===== src/rtl/cic_comp_fir.sv =====
// cic_comp_fir: symmetric CIC droop-compensation FIR with one time-shared
// multiplier. Each accepted sample starts H MAC steps, then a rounding cycle.
// Optional macro CIC_COMP_SATURATE_EN: clamp the rounded result to the OUT_DW
// range instead of wrapping.
module cic_comp_fir #(
  parameter int unsigned INP_DW    = 18,
  parameter int unsigned OUT_DW    = 18,
  parameter int unsigned COEF_DW   = 18,
  parameter int unsigned NUM_TAPS  = 21,
  parameter logic [COEF_DW*((NUM_TAPS+1)/2)-1:0] COEFS = '0,
  parameter int unsigned OUT_SHIFT = 17
) (
  input  logic              clk,
  input  logic              reset_n,
  input  logic [INP_DW-1:0] s_axis_in_tdata,
  input  logic              s_axis_in_tvalid,
  output logic [OUT_DW-1:0] m_axis_out_tdata,
  output logic              m_axis_out_tvalid,
  output logic              overrun
);

  localparam int unsigned H       = (NUM_TAPS + 1) / 2;
  localparam int unsigned KW      = (H > 1) ? $clog2(H) : 1;
  localparam int unsigned PRE_DW  = INP_DW + 1;
  localparam int unsigned PROD_DW = PRE_DW + COEF_DW;
  localparam int unsigned ACC_DW  = INP_DW + 1 + COEF_DW + $clog2(H);
  localparam int unsigned XW      = INP_DW * NUM_TAPS;
  localparam int unsigned RND_POS = (OUT_SHIFT > 0) ? (OUT_SHIFT - 1) : 0;
  localparam logic signed [ACC_DW:0] RND_ADD =
    (OUT_SHIFT > 0) ? ((ACC_DW + 1)'(1) << RND_POS) : '0;

  typedef enum logic [1:0] {IDLE, MAC, RND} state_t;

  state_t                     state_q, state_d;
  logic [XW-1:0]              x_q, x_d;
  logic signed [ACC_DW-1:0]   acc_q, acc_d;
  logic [KW-1:0]              k_q, k_d;
  logic [OUT_DW-1:0]          out_q, out_d;
  logic                       vld_q, vld_d;
  logic                       ovr_q, ovr_d;

  logic signed [INP_DW-1:0]   x_lo, x_hi;
  logic signed [COEF_DW-1:0]  coef;
  logic signed [PRE_DW-1:0]   pre;
  logic signed [PROD_DW-1:0]  prod;
  logic signed [ACC_DW:0]     rnd_sum;
  logic [OUT_DW-1:0]          res;
  logic                       accept;

  // Current MAC term: coefficient times the pre-added symmetric tap pair
  always_comb begin
    x_lo = $signed(x_q[INP_DW*k_q +: INP_DW]);
    x_hi = $signed(x_q[INP_DW*(NUM_TAPS-1-k_q) +: INP_DW]);
    coef = $signed(COEFS[COEF_DW*k_q +: COEF_DW]);
    if (k_q == KW'(H - 1)) begin
      pre = PRE_DW'(x_lo);
    end else begin
      pre = PRE_DW'(x_lo) + PRE_DW'(x_hi);
    end
    prod = PROD_DW'(pre) * PROD_DW'(coef);
  end

`ifdef CIC_COMP_SATURATE_EN
  localparam logic signed [ACC_DW:0] SAT_HI = (ACC_DW + 1)'({1'b0, {(OUT_DW-1){1'b1}}});
  localparam logic signed [ACC_DW:0] SAT_LO = ~SAT_HI;
  logic signed [ACC_DW:0] rnd_sh;

  // Round half-up, shift, then clamp to the output range
  always_comb begin
    rnd_sum = (ACC_DW + 1)'(acc_q) + RND_ADD;
    rnd_sh  = rnd_sum >>> OUT_SHIFT;
    if (rnd_sh > SAT_HI) begin
      res = {1'b0, {(OUT_DW-1){1'b1}}};
    end else if (rnd_sh < SAT_LO) begin
      res = {1'b1, {(OUT_DW-1){1'b0}}};
    end else begin
      res = rnd_sh[OUT_DW-1:0];
    end
  end
`else
  // Round half-up, shift, then keep the low bits (two's-complement wrap)
  always_comb begin
    rnd_sum = (ACC_DW + 1)'(acc_q) + RND_ADD;
    res     = OUT_DW'(rnd_sum >>> OUT_SHIFT);
  end
`endif

  // Next-state logic: sample acceptance, MAC sequencing, output strobe
  always_comb begin
    state_d = state_q;
    x_d     = x_q;
    acc_d   = acc_q;
    k_d     = k_q;
    out_d   = out_q;
    vld_d   = 1'b0;
    ovr_d   = ovr_q;
    accept  = 1'b0;

    case (state_q)
      IDLE: begin
        if (s_axis_in_tvalid) accept = 1'b1;
      end
      MAC: begin
        acc_d = acc_q + ACC_DW'(prod);
        k_d   = k_q + KW'(1);
        if (s_axis_in_tvalid) ovr_d = 1'b1;
        if (k_q == KW'(H - 1)) begin
          k_d     = '0;
          state_d = RND;
        end
      end
      RND: begin
        out_d = res;
        vld_d = 1'b1;
        if (s_axis_in_tvalid) accept = 1'b1;
        else state_d = IDLE;
      end
      default: state_d = IDLE;
    endcase

    if (accept) begin
      x_d     = {x_q[XW-INP_DW-1:0], s_axis_in_tdata};
      acc_d   = '0;
      k_d     = '0;
      state_d = MAC;
    end
  end

  // State and datapath registers with synchronous active-low reset
  always_ff @(posedge clk) begin
    if (!reset_n) begin
      state_q <= IDLE;
      x_q     <= '0;
      acc_q   <= '0;
      k_q     <= '0;
      out_q   <= '0;
      vld_q   <= 1'b0;
      ovr_q   <= 1'b0;
    end else begin
      state_q <= state_d;
      x_q     <= x_d;
      acc_q   <= acc_d;
      k_q     <= k_d;
      out_q   <= out_d;
      vld_q   <= vld_d;
      ovr_q   <= ovr_d;
    end
  end

  assign m_axis_out_tdata  = out_q;
  assign m_axis_out_tvalid = vld_q;
  assign overrun           = ovr_q;

endmodule


===== config.mk =====
export PLATFORM = sky130hd
export DESIGN_NAME = cic_comp_fir
export DESIGN_NICKNAME = d
export VERILOG_FILES = /design/src/rtl/cic_comp_fir.sv
export SDC_FILE = /design/constraint.sdc
export NUM_CORES = 1
export LEC_CHECK = 0
export ABC_AREA = 0
export BUFFER_PORTS_ARGS = -buffer_cell sky130_fd_sc_hd__buf_4
export CORE_ASPECT_RATIO = 1.1
export CORE_UTILIZATION = 33
export CTS_CLUSTER_SIZE = 12
export DETAILED_ROUTE_END_ITERATION = 8
export PLACE_DENSITY_LB_ADDON = 0.05
export SLEW_MARGIN = 20
export SYNTH_ARGS = -nofsm -noshare
export SYNTH_HDL_FRONTEND = slang
export SYNTH_SLANG_ARGS = --single-unit

===== constraint.sdc =====
create_clock -name clk -period 0.9 [get_ports clk]
set_input_delay 0.18 -clock clk [delete_from_list [all_inputs] [get_ports clk]]
set_output_delay 0.18 -clock clk [all_outputs]
set_load 0.02 [all_outputs]

Yosys cells after proc, flatten, opt, wreduce, memory -nomap -nowiden:

Index checks and enable logic that the tools add are counted.

* flip-flop bits (word level): 445
* bits of input ports: 21

* add/subtract/negate cells: 5
* multiply operators: 3
* equality and inequality tests: 8
* shift operators: 3
* multiplexer cells: 9
* bitwise operators: 2
* reduce and logical (&&, ||, !) cells: 6

Operator list (count)
* 378-bit by 10-bit variable part select with 18-bit output: 1
* 378-bit by 33-bit variable part select with 18-bit output: 1
* 198-bit by 10-bit variable part select with 18-bit output, first input constant: 1
* 41-bit by 37-bit adder with 41-bit output: 1
* 19-bit by 18-bit multiplier with 37-bit output: 1
* 35-bit by 18-bit adder with 35-bit output, second input constant: 1
* 4-bit by 32-bit multiplier with 31-bit output, first input constant: 1
* 18-bit by 18-bit adder with 19-bit output: 1
* 19-bit two-way mux: 1
* 4-bit by 4-bit multiplier with 8-bit output, first input constant: 1
* 2-bit != test, second input constant: 3
* 3-bit != test, second input constant: 2
* 2-bit case mux with 3 select lines: 1
* 3-bit AND reduction: 2
* 5-bit by 4-bit subtractor with 6-bit output, first input constant: 1
* 4-bit by 1-bit adder with 4-bit output, second input constant: 1
* 4-bit == test, second input constant: 1
* 1-bit two-way mux: 4
* 2-bit two-way mux: 2
* 4-bit two-way mux: 1
* 2-bit OR reduction: 2
* 2-bit by 1-bit == test with 1-bit output, second input constant: 1
* 2-bit == test, second input constant: 1
* 2-bit zero test: 1
* other kinds (2): 3

Logic depth before layout (Yosys ltp):

Gate-level depths: netlist (run 1).

* word-level depth: 7
* depth in mapped cells: 5
* mapped depth without buffers: 4

Worst setup path before layout (run 1):

OpenSTA, ideal clock, no wires.

* kind: register to register
* start: reg k_q[3]
* end: reg state_q[0]
* library setup time: 0.120 ns
* arrival time: 0.805 ns
* required time: 0.780 ns
* path slack: -0.025 ns
* cell stages (with the launch flop): 5
* clock period less this slack: 0.925 ns
* path through: dfxtp_1 > nor2b_1 > nand2_1 > o21ai_0 > a21boi_1

* cells in the longest elaborated chain, start to end: 3

Ends and longest elaborated chain
* start, declared: line 37 `logic [KW-1:0] k_q, k_d;`
* start signal, assigned: line 143 `k_q <= k_d;`
* 4-bit == test: line 107 `if (k_q == KW'(H - 1)) begin`
* 3-bit != test (no line)
* 3-bit AND reduction (no line)
* end signal, assigned: line 140 `state_q <= state_d;`
* end, declared: line 34 `state_t state_q, state_d;`

Every way passes these cells.
A chain may end at the register's enable or synchronous reset.

==> results of run 1 <==
kinds of logic after synthesis:
kind of cell | Yosys count | synth area share
and+or+nand+nor | 27 | 0.2343
DFF | 17 | 0.5181
buffers and inverters | 11 | 0.1200
AOI/OAI and AO/OA | 10 | 0.09334
xor gates and xnor gates | 1 | 0.01334
muxes | 1 | 0.01524
other | 1 | 0.005709
final cells by class:
class	instances	area (um^2)
fill	163	808.3
sequential	17	370.4
timing repair buffer	31	304.0
multi-input combinational	40	271.5
tap	27	33.78
clock buffer	3	22.52
clock inverter	1	7.507
inverter	1	3.754
state kept, by name, summed over array words and instances, names as in the netlist:
name and count:
m_axis_out_tvalid 1, k_q 4, m_axis_out_tdata 9, overrun 1
state_q 2
metal layers:
metal / up-vias / share of wire / wire length (um) / track usage
li1: 261 / - / - / -
met1: 220 / 0.41 / 502 / 0.1795
met2: 19 / 0.50 / 601 / 0.1936
met3: 4 / 0.050 / 61 / 0.04444
met4: 0 / 0.038 / 46 / 0.09091
met5: - / 0 / 0 / 0
tightest hold or removal path, stage by stage:
cell and delay [ns]:
buf_4 0.09, a21oi_2 0.04, nor2b_1 0.09
Yosys cell counts (all sizes together):
| cell | number |
|---|---|
| a211oi | 1 |
| a21boi | 2 |
| a21oi | 4 |
| and2 | 9 |
| and3 | 1 |
| buf | 10 |
| conb | 1 |
| dfxtp | 17 |
| inv | 1 |
| mux2i | 1 |
| nand2 | 6 |
| nand2b | 1 |
| nand3b | 2 |
| nand4b | 1 |
| nor2 | 3 |
| nor2b | 4 |
| o21ai | 3 |
| xor2 | 1 |
power by group through the flow:
stage               sequential, W  clock (W)  combinational, W
floorplan                0.000789          0         0.0000570
global placement         0.000789          0         0.0000935
detailed placement       0.000789          0         0.0000937
CTS                      0.000768   0.000464          0.000107
global route             0.000768   0.000498          0.000131
finish                   0.000765   0.000431          0.000116
path summary, 6_finish.rpt:
check,from,depth (start not counted),slack (ns),endpoint
max,m_axis_out_tdata[8],1,-0.11,m_axis_out_tdata[16]
min reg2reg,m_axis_out_tdata[15],1,0.48,m_axis_out_tdata[15]
min,s_axis_in_tvalid,3,0.12,overrun
max reg2reg,state_q[1],4,-0.08,k_q[3]
stage by stage:
step	cells	power (W)	cell area [um^2]	setup slack, ns
floorplan	68	0.0008461	669.4	0.01254
global placement	115	0.0008823	849.6	-0.07976
detailed placement	115	0.0008824	849.6	-0.08176
CTS	119	0.001338	992.2	-0.1307
global route	120	0.001397	1013	-0.1679
finish	120	0.001313	1013	-0.1120
timing repair:
item | in CTS | in global routing
hold buffers | 0 | 0
endpoints found under the setup margin | 34 | 32
pin swaps | 5 | 4
buffers inserted | 0 | 2
gates resized for setup | 43 | 5
==> flow_summary.toml, run 1 <==
[global_routing]
grt_antenna_before_repair = 0
grt_start_max_net_pins = 12
grt_pass1_wl_um = 2173
grt_pass1_vias = 488
track_usage = 0.1388
overflow = 0

[sta]
timing.hold.ws_ns = 0.1229
setup_tns_ns = -1.461
fin_crit_sh = 1.124
setup_viol = 21
fmax_mhz = 988.1
fin_skew_ns = 0.001060
period_needed_ns = 1.012
hold_viol_final = 0
rsz0062_at_grt = "true"
setup_ws_ns = -0.1120
maxSlewViolCount = 0

[power]
p_int_w = 0.0009865
p_leak_nw = 0.4310
pwr-share-comb = 0.089
switching_share = 0.2488
ir_worst_vdd_uv = 920.0
power_frac_seq = 0.583
power_density_nw_per_um2 = 1296
p_switching_w = 0.0003267
clkPwrFrac = 0.329

[cts]
cts-buffers-inserted = 3
clk_pin_slew_worst_paths_ns = 0.10
clock-root-buffer = "clkbuf_4"
cts.sinks = 17
htree_levels = 1
clk_latency_ns = 0.30
cts_buffer_depth = 2
cts_tree = "yes"

[yosys]
synth_largest_area_cell = "dfxtp_1"
synth_fp_nets = 89
yosysUniqueCellTypes = 21
ys_seq_area_frac = 0.5181
ys_ff_latch = 17
avgSynthCellArea_um2 = 9.660
synthTopCellsByArea = "dfxtp_1 (52%), buf_4 (11%), and2_1 (8.6%), nand2_1 (3.4%), a21oi_1 (3.0%)"
syn_inst = 68
synth.top_cell.area_share = 0.5181
synth_warnings = 0
netlist_area_um2 = 656.9

[finish]
fin_nets = 115
syn_to_final_growth_pct = 54.29
fin_util = 0.5563
drive_above_1_share = 0.6452
final_common_cell = "buf_6"
antenna_cells = 0
final_cell_mix = "buf_6 (19), buf_4 (12), dfxtp_2 (12), and2_1 (9), nand2_1 (5)"

[hold_path]
hold_path.class = "primary input to flop"

[routing]
vias_per_cell = 4.200
drt_iter0_markers = 1
antenna_left = 0
drtPass1Iterations = 2
post_drt_wl_per_cell_um = 10.10
wl_um = 1212
drcViolationCount = 0
vias = 504

[setup_path]
end_kind = "output port"
path_max_fanout = 6
cp.required_ns = 0.72
crit_path_cell_trace = "buf_4"
crit_type = "flop to output port"
start_kind = "flop"
critical_path.slowest_cell = "dfxtp_4"
worstPathArrival_ns = 0.83
critical-path-max-stage-delay_ns = 0.38
cp_num_buf_inv = 1
crit_family = "flip-flops"

[status]
status = "finished with violations"
violations = "setup timing"

[placed_design]
portBuffers = 21
gp_congestion = 0.6998

[run]
maxCapViolCount = 0

[die]
dieArea_um2 = 2173
fp.dieH_um = 48.80
fp.dieW_um = 44.54
initial_core_util = 0.3606
placement_rows = 16
ios = 41
core-area_um2 = 1822
Note: power is estimated with default switching activity, not from simulation.
==> run 2, diff against run 1 <==
--- a/config.mk
+++ b/config.mk
@@ -8,6 +8,7 @@
 export ABC_AREA = 0
 export BUFFER_PORTS_ARGS = -buffer_cell sky130_fd_sc_hd__buf_4
 export CORE_ASPECT_RATIO = 1.1
+export CORE_MARGIN = 2
 export CORE_UTILIZATION = 33
 export CTS_CLUSTER_SIZE = 12
 export DETAILED_ROUTE_END_ITERATION = 8
==> flow_summary.toml, run 2 (same netlist as run 1, synthesis figures left out) <==
[status]
status = "finished with violations"
violations = "setup timing"

[sta]
fmax_mhz = 986.0
setup_ws_ns = -0.1142
timing.hold.ws_ns = 0.1409
setup_viol = 30
fin_crit_sh = 1.127
rsz0062_at_grt = "true"
period_needed_ns = 1.014
hold_viol_final = 0
fin_skew_ns = 0.004347
maxSlewViolCount = 0

[routing]
vias_per_cell = 4.328
drt_iter0_markers = 1
antenna_left = 0
drcViolationCount = 0
wl_um = 1286
post_drt_wl_per_cell_um = 10.54
drtPass1Iterations = 2
vias = 528

[finish]
antenna_cells = 0
syn_to_final_growth_pct = 59.43
fin_nets = 117
final_cell_mix = "buf_6 (22), dfxtp_2 (13), buf_4 (10), and2_1 (5)"
drive_above_1_share = 0.7158
fill_cells = 166
largest_reg_flops = 9
final_common_cell = "buf_6"

[setup_path]
path_max_fanout = 6
critical_path.slowest_cell = "dfxtp_4"
rr_worst_depth = 4
cp.required_ns = 0.72
crit_type = "flop to output port"
worstReg2RegEnd = "k_q[3]"
cp_num_buf_inv = 1
worstPathArrival_ns = 0.83
r2r_start = "state_q[1]"
critical-path-max-stage-delay_ns = 0.40
crit_path_cell_trace = "buf_4"
start_kind = "flop"
end_kind = "output port"
crit_family = "flip-flops"
r2r_slack_ns = -0.11

[die]
core-area_um2 = 1822
dieArea_um2 = 2364
ios = 41
fp.dieW_um = 46.54
placement_rows = 16
fp.dieH_um = 50.80
initial_core_util = 0.3606

[hold_path]
hold_depth = 3
hold_path.class = "primary input to flop"
hold_start = "s_axis_in_tvalid"
holdPathEnd = "overrun"

[global_routing]
grt_start_max_net_pins = 12
grt_pass1_wl_um = 1932
grt_pass1_vias = 468
overflow = 0
grt_antenna_before_repair = 0
track_usage = 0.1183

[cts]
cts.sinks = 17
cts_tree = "yes"
clk_latency_ns = 0.29
ctsHoldBuffers = 0
clk_pin_slew_worst_paths_ns = 0.10
clock-root-buffer = "clkbuf_4"
cts-buffers-inserted = 3
cts_buffer_depth = 2
htree_levels = 1

[power]
power_density_nw_per_um2 = 1244
ir_worst_vdd_uv = 979.6
p_leak_nw = 0.4484

[placed_design]
portBuffers = 21
place_ws_ns = -0.09585
gp_congestion = 0.7070
dp_hpwl_um = 857.2

[run]
maxCapViolCount = 0
==> run 2: changes by cell type in the layout (fill, tap and decap cells not counted), moves of 2 or more <==
cell,change
buf_4,-2
buf_6,+3
and2_1,-4
and2_4,+4
==> run 2: layer usage <==
layer  GRT usage  vias up  share of wire
li1            -      265              -
met2      0.1759       19           0.49
met4     0.08571        0          0.028
met5           0        -              0
met3     0.02158        4          0.040
met1      0.1473      240           0.44
==> run 2: where the power goes <==
part	internal (W)	switching (W)	total [W]
clock	0.000169	0.000245	0.000414
combinational	0.0000653	0.0000571	0.000122
sequential	0.000755	0.0000123	0.000767
==> run 2: worst max-delay path by stage <==
| stage | startpoint | endpoint | slack, ns | cells past startpoint |
|---|---|---|---|---|
| final | m_axis_out_tdata[8] | m_axis_out_tdata[4] | -0.11 | 1 |
| after global routing | state_q[1] | k_q[3] | -0.19 | 4 |
| after CTS | m_axis_out_tdata[8] | m_axis_out_tdata[16] | -0.11 | 1 |
| after detailed placement | state_q[0] | k_q[3] | -0.1 | 4 |
| after global placement | state_q[0] | k_q[3] | -0.08 | 4 |
| after floorplan | k_q[0] | k_q[3] | 0.01 | 5 |
==> run 2: timing repair <==
| item | CTS | global route |
|---|---|---|
| setup endpoints to repair | 35 | 35 |
| buffers inserted | 2 | 0 |
| cloned | 0 | 1 |
| gates resized for setup | 31 | 24 |
| pin swaps | 4 | 14 |
==> run 2: final cells by class <==
cell class / count / area, um^2 / share of cell area
clock buffer: 3 / 22.52 / 0.02151
clock inverter: 1 / 7.507 / 0.007168
multi-input combinational: 40 / 284.0 / 0.2712
inverter: 1 / 3.754 / 0.003584
sequential: 17 / 367.9 / 0.3513
tap: 27 / 33.78 / 0.03226
timing repair buffer: 33 / 327.8 / 0.3130
==> run 2: through the flow <==
stage | area [um^2] | power, W | util | TNS [ns] | cells
after global routing | 1047 | 0.001379 | 0.5749 | -3.244 | 122
after CTS | 968.4 | 0.001310 | 0.5316 | -1.516 | 121
after global placement | 849.6 | 0.0008824 | 0.4663 | -0.1627 | 115
after detailed placement | 849.6 | 0.0008839 | 0.4663 | -0.2903 | 115
after floorplan | 669.4 | 0.0008461 | - | 0 | 68
final | 1047 | 0.001303 | 0.5749 | -1.497 | 122
